### src/rtl/demux_pkg.sv
`default_nettype none
// ============================================================================
// Module   : demux_pkg
// Purpose  : Shared definitions for the registered 1-to-N demultiplexer:
//            select-width helper, lane state encoding, lane-count limit.
// Ports    : none (package)
// Revision : 1.0 - initial release
// ============================================================================
package demux_pkg;

  // Upper bound on the number of output lanes.
  localparam int DEMUX_MAX_N = 16;

  // One-entry lane occupancy.
  typedef enum logic {
    LANE_EMPTY = 1'b0,
    LANE_FULL  = 1'b1
  } lane_state_e;

  // ceil(log2(n)), never less than 1 so a 1-bit select always exists.
  function automatic int sel_width(input int n);
    int w;
    w = 1;
    for (int k = 1; k < DEMUX_MAX_N; k++) begin
      if ((1 << k) < n) begin
        w = k + 1;
      end
    end
    return w;
  endfunction

endpackage : demux_pkg
`default_nettype wire

### src/rtl/demux_lane.sv
`default_nettype none
// ============================================================================
// Module   : demux_lane
// Purpose  : One-entry output register slice for a single demux lane.
//            A load always wins: it refills the slot even while the current
//            entry is being drained, giving full throughput per lane.
// Ports    : clk, reset      - clock, async active-high reset
//            load_i, data_i  - write a new entry
//            valid_o         - slot holds an entry
//            ready_i         - consumer takes the entry this cycle
//            data_o          - stored entry (holds last value when empty)
// Revision : 1.0 - initial release
// ============================================================================
module demux_lane
  import demux_pkg::*;
#(
  parameter int WIDTH = 32
) (
  input  logic             clk,
  input  logic             reset,
  input  logic             load_i,
  input  logic [WIDTH-1:0] data_i,
  output logic             valid_o,
  input  logic             ready_i,
  output logic [WIDTH-1:0] data_o
);

  lane_state_e      state_q, state_d;
  logic [WIDTH-1:0] data_q,  data_d;

  always_comb begin
    state_d = state_q;
    data_d  = data_q;
    if (load_i) begin
      state_d = LANE_FULL;
      data_d  = data_i;
    end else if (state_q == LANE_FULL && ready_i) begin
      state_d = LANE_EMPTY;
    end
  end

  always_ff @(posedge clk or posedge reset) begin
    if (reset) begin
      state_q <= LANE_EMPTY;
      data_q  <= '0;
    end else begin
      state_q <= state_d;
      data_q  <= data_d;
    end
  end

  assign valid_o = (state_q == LANE_FULL);
  assign data_o  = data_q;

endmodule : demux_lane
`default_nettype wire

### src/rtl/demux_reg.sv
`default_nettype none
// ============================================================================
// Module   : demux_reg
// Purpose  : Registered 1-to-N demultiplexer. Steers one valid/ready input
//            stream to one of N one-entry output lanes chosen by in_sel.
//            Beats with an out-of-range select are accepted and dropped and
//            set the sticky sel_err flag.
// Config   : DEMUX_REG_DROP_CNT_EN - adds drop_cnt[15:0], a saturating count
//            of dropped out-of-range beats.
// Ports    : clk, reset                   - clock, async active-high reset
//            in_valid/in_ready/in_data/in_sel - input stream + lane select
//            out_valid/out_ready/out_data - per-lane streams, lane i data at
//                                           out_data[i*WIDTH +: WIDTH]
//            sel_err                      - sticky out-of-range flag
//            drop_cnt (optional)          - dropped beat count
// Revision : 1.0 - initial release
// ============================================================================
module demux_reg
  import demux_pkg::*;
#(
  parameter  int WIDTH = 32,
  parameter  int N     = 2,
  localparam int SELW  = sel_width(N)
) (
  input  logic               clk,
  input  logic               reset,
  input  logic               in_valid,
  output logic               in_ready,
  input  logic [WIDTH-1:0]   in_data,
  input  logic [SELW-1:0]    in_sel,
  output logic [N-1:0]       out_valid,
  input  logic [N-1:0]       out_ready,
  output logic [N*WIDTH-1:0] out_data,
`ifdef DEMUX_REG_DROP_CNT_EN
  output logic [15:0]        drop_cnt,
`endif
  output logic               sel_err
);

  // Every select code addresses a slot in these padded vectors, so indexing
  // by in_sel is always in range; codes >= N read as an empty, idle lane.
  localparam int SELSPAN = 1 << SELW;

  logic [SELSPAN-1:0] full_pad;
  logic [SELSPAN-1:0] ready_pad;
  logic               sel_oor;
  logic               accept;
  logic               drop;
  logic [N-1:0]       lane_load;
  logic               sel_err_q, sel_err_d;

  always_comb begin
    full_pad         = '0;
    ready_pad        = '0;
    full_pad[N-1:0]  = out_valid;
    ready_pad[N-1:0] = out_ready;
  end

  // With a power-of-two lane count every select code is a real lane.
  if (N == SELSPAN) begin : g_sel_full
    assign sel_oor = 1'b0;
  end else begin : g_sel_partial
    assign sel_oor = (in_sel >= SELW'(N));
  end

  // A full lane can still take a beat when it drains on the same edge.
  assign in_ready = sel_oor || !full_pad[in_sel] || ready_pad[in_sel];
  assign accept   = in_valid && in_ready;
  assign drop     = accept && sel_oor;

  for (genvar i = 0; i < N; i++) begin : g_lane
    assign lane_load[i] = accept && (in_sel == SELW'(i));

    demux_lane #(
      .WIDTH (WIDTH)
    ) u_lane (
      .clk     (clk),
      .reset   (reset),
      .load_i  (lane_load[i]),
      .data_i  (in_data),
      .valid_o (out_valid[i]),
      .ready_i (out_ready[i]),
      .data_o  (out_data[i*WIDTH +: WIDTH])
    );
  end

  assign sel_err_d = sel_err_q | drop;

  always_ff @(posedge clk or posedge reset) begin
    if (reset) begin
      sel_err_q <= 1'b0;
    end else begin
      sel_err_q <= sel_err_d;
    end
  end

  assign sel_err = sel_err_q;

`ifdef DEMUX_REG_DROP_CNT_EN
  logic [15:0] drop_cnt_q, drop_cnt_d;

  always_comb begin
    drop_cnt_d = drop_cnt_q;
    if (drop && (drop_cnt_q != 16'hFFFF)) begin
      drop_cnt_d = drop_cnt_q + 16'd1;
    end
  end

  always_ff @(posedge clk or posedge reset) begin
    if (reset) begin
      drop_cnt_q <= '0;
    end else begin
      drop_cnt_q <= drop_cnt_d;
    end
  end

  assign drop_cnt = drop_cnt_q;
`endif

endmodule : demux_reg
`default_nettype wire

### config.mk
export PLATFORM = sky130hd
export DESIGN_NAME = demux_reg
export DESIGN_NICKNAME = d
export VERILOG_FILES = /design/src/rtl/demux_pkg.sv /design/src/rtl/demux_lane.sv /design/src/rtl/demux_reg.sv
export SDC_FILE = /design/constraint.sdc
export NUM_CORES = 1
export LEC_CHECK = 0
export BUFFER_PORTS_ARGS = -buffer_cell sky130_fd_sc_hd__buf_2
export CELL_PAD_IN_SITES_DETAIL_PLACEMENT = 1
export CELL_PAD_IN_SITES_GLOBAL_PLACEMENT = 2
export CORE_AREA = 2 2 96 98
export DETAILED_ROUTE_END_ITERATION = 12
export DIE_AREA = 0 0 98 100
export GPL_TIMING_DRIVEN = 0
export HOLD_SLACK_MARGIN = 0.06
export PLACE_DENSITY_LB_ADDON = 0.08
export SYNTH_ARGS = -nofsm -noshare
export SYNTH_HDL_FRONTEND = slang
export SYNTH_HIERARCHICAL = 1
export SYNTH_SLANG_ARGS = --single-unit
### constraint.sdc
create_clock -name clk -period 1.85 [get_ports clk]
set_input_delay 0.37 -clock clk [delete_from_list [all_inputs] [get_ports clk]]
set_output_delay 0.37 -clock clk [all_outputs]
set_load 0.05 [all_outputs]
==> run metrics <==
Arrival @ worst endpoint=1.31 ns; IO buf count=104; Total GRT Usage=13.3%; Final Hold Vio Count=0; CTS sink count=66; GPL Wtd Cong=0.681; setup TNS=0 ns; Root Driver=clkbuf_8; required time worst endpoint=1.48 ns; htree depth=3; drt pass-1 iters=5; Seq/Total Area, Yosys=58.6%; crit-path max FO=4; # Post-CTS Setup Buffers=0; core area=0.00889 sq mm; Crit. End Element=primary output; layout cells sized above 1=72.2%; CTS Hold Bufs=0; P&R area growth vs syn=32.0%; I/O Pins=106; Post-DP Area=0.00348 sq mm; initial antenna violation count=0; Longest Clk Path Bufs=2; crit path cell chain=nor3b_1, a31oi_2, buf_2; syn_nets=191; final net count=306; Finish-stage setup viols=0; vias in the first global route=1820; Worst Setup Path Type=flop to primary output; FF-to-FF setup slack=0.36 ns; worst vdd rail ir drop=508 uV; Die X=98 um; RSZ-0062 raised after global routing=false; post-route clock period utilization=90.6%; outcome=finished clean; critical path launch point type=flop; die area=0.00980 sq mm; fmax=0.597 GHz; Slew @ Worst Pin=0.788 ns; # DRC=0; synthesized instance count=153; Hold WC Path Type=primary input to async pin; antenna viol nets, final=0; routed wire length=6220 um; Initial Util=31.7%; Via density=4.28; GRT overflow=0; clk slew on worst S/H paths=0.08 ns; Slew Limit Fails=0; Rel. slew slack=47.4%; Post-CTS Resized=0; die height=100 um; Clock Skew=0.00998 ns; syn avg cell area=18.4 sq um; Routed WL per cell=16.2 um; PD cells=1370 mW/mm^2; Synth Cell Area=0.00282 sq mm; Worst Path Buf+Inv=1; final critical-path required period=1.68 ns; Worst path max stage delay=0.41 ns; MaxCap Viol Count=0; first-pass GRT wire length=9900 um; fill cell count=945; Design Area, Final=0.00372 sq mm; Top delay family on crit path=flip-flops; Crit-path slowest cell=dfrtp_1; Synth Register Bits=66; largest net degree at the start of global routing=34; synth warn=6; Num CTS Buffers=9; CTS tree=done; Iter 0 DRT Violations=28; Site Rows=35; Yosys cell types=15; via count=1642; worst skew pair latency=0.33 ns; HPWL after detailed placement=4270 um; Antenna Cells=0; LEAKAGE=1.88 nW
-- Yosys cell counts --
| cell type | number | area (sq um) |
|---|---|---|
| conb_1 | 1 | 3.75 |
| mux2_4 | 58 | 871 |
| nand2_1 | 1 | 3.75 |
| a31oi_1 | 1 | 6.26 |
| buf_4 | 1 | 7.51 |
| nor3b_1 | 1 | 7.51 |
| buf_12 | 6 | 120 |
| dfrtp_1 | 66 | 1650 |
| nor3b_2 | 1 | 12.5 |
| mux2_2 | 6 | 67.6 |
| buf_6 | 2 | 22.5 |
| inv_1 | 5 | 18.8 |
| a21oi_1 | 1 | 5.00 |
| nor2b_1 | 1 | 6.26 |
| a21o_1 | 2 | 15.0 |
-- worst register-to-register path: cells and delay by family, from the launching register on --
| kind | cells | cell delay, ns |
|---|---|---|
| and+or+nand+nor | 2 | 0.32 |
| muxes | 1 | 0.31 |
| DFF | 1 | 0.41 |
| buffers and inverters | 2 | 0.34 |
-- final cells by class --
class                           instances  area [sq um]  share of cell area, %
Clock buffer                           12           165                   4.44
Buffer                                  9           150                   4.03
Timing Repair Buffer                  104           520                   14.0
Clock inverter                          4          72.6                   1.95
Multi-Input combinational cell         73          1000                   27.0
Inverter                                5          18.8                  0.504
Sequential cell                        66          1650                   44.4
Tap cell                              111           139                   3.73
-- flip-flops by register name (all words and copies together), names as in the netlist --
signal	count
g_lane.u_lane/data_o	64
g_lane.u_lane/valid_o	2
-- cell usage in the layout (no fill, tap or decap), drive strengths merged --
cell type and instances:
bufinv 2, nand2 1, nor2b 1, a21o 2
a31oi 1, dfrtp 66, a21oi 1, clkinv 1
buf 113, conb 1, clkbuf 12, nor3b 2
mux2 64, clkinvlp 1, inv 5
-- final timing paths --
path / cells past startpoint / end / startpoint
worst max-delay path: 3 / in_ready / g_lane[0].u_lane/valid_o
worst min-delay path: 2 / g_lane[0].u_lane/data_o[9] / reset
worst max register to register: 5 / g_lane[0].u_lane/data_o[6] / g_lane[0].u_lane/valid_o
worst min register to register: 1 / g_lane[0].u_lane/data_o[8] / g_lane[0].u_lane/data_o[8]
max in group asynchronous: 2 / g_lane[1].u_lane/data_o[26] / reset
min in group clk: 2 / g_lane[1].u_lane/data_o[19] / in_data[19]
-- cell families after synthesis --
family	count (synthesis)	synth area share, %
AND/OR/NAND/NOR	4	1.07
flip-flops	66	58.6
buffers and inverters	14	5.99
other	1	0.133
AO/OA/AOI/OAI	4	0.932
multiplexers	64	33.3
-- per-stage QoR --
step	hold WS, ns	worst slack (ns)	power (W)	cells	util (%)
finish	0.181	0.174	0.00511	384	41.9
global route	0.243	0.0708	0.00536	384	41.9
CTS	0.208	0.140	0.00520	384	41.9
detailed placement	0.489	0.359	0.00375	368	39.2
global placement	0.488	0.0157	0.00373	368	39.2
floorplan	0.499	0.162	0.00331	153	-
-- routing by layer --
metal	share of wire (%)	GRT usage (%)
met2	47	20.8
met5	0	0
met3	6.4	5.50
met1	46	17.1
met4	0.51	3.53
-- power by group --
part / internal [W] / switching, W
Clock: 0.000867 / 0.000540
Combinational: 0.000594 / 0.00126
Sequential: 0.00171 / 0.000146
(Power assumes the default switching activity.)
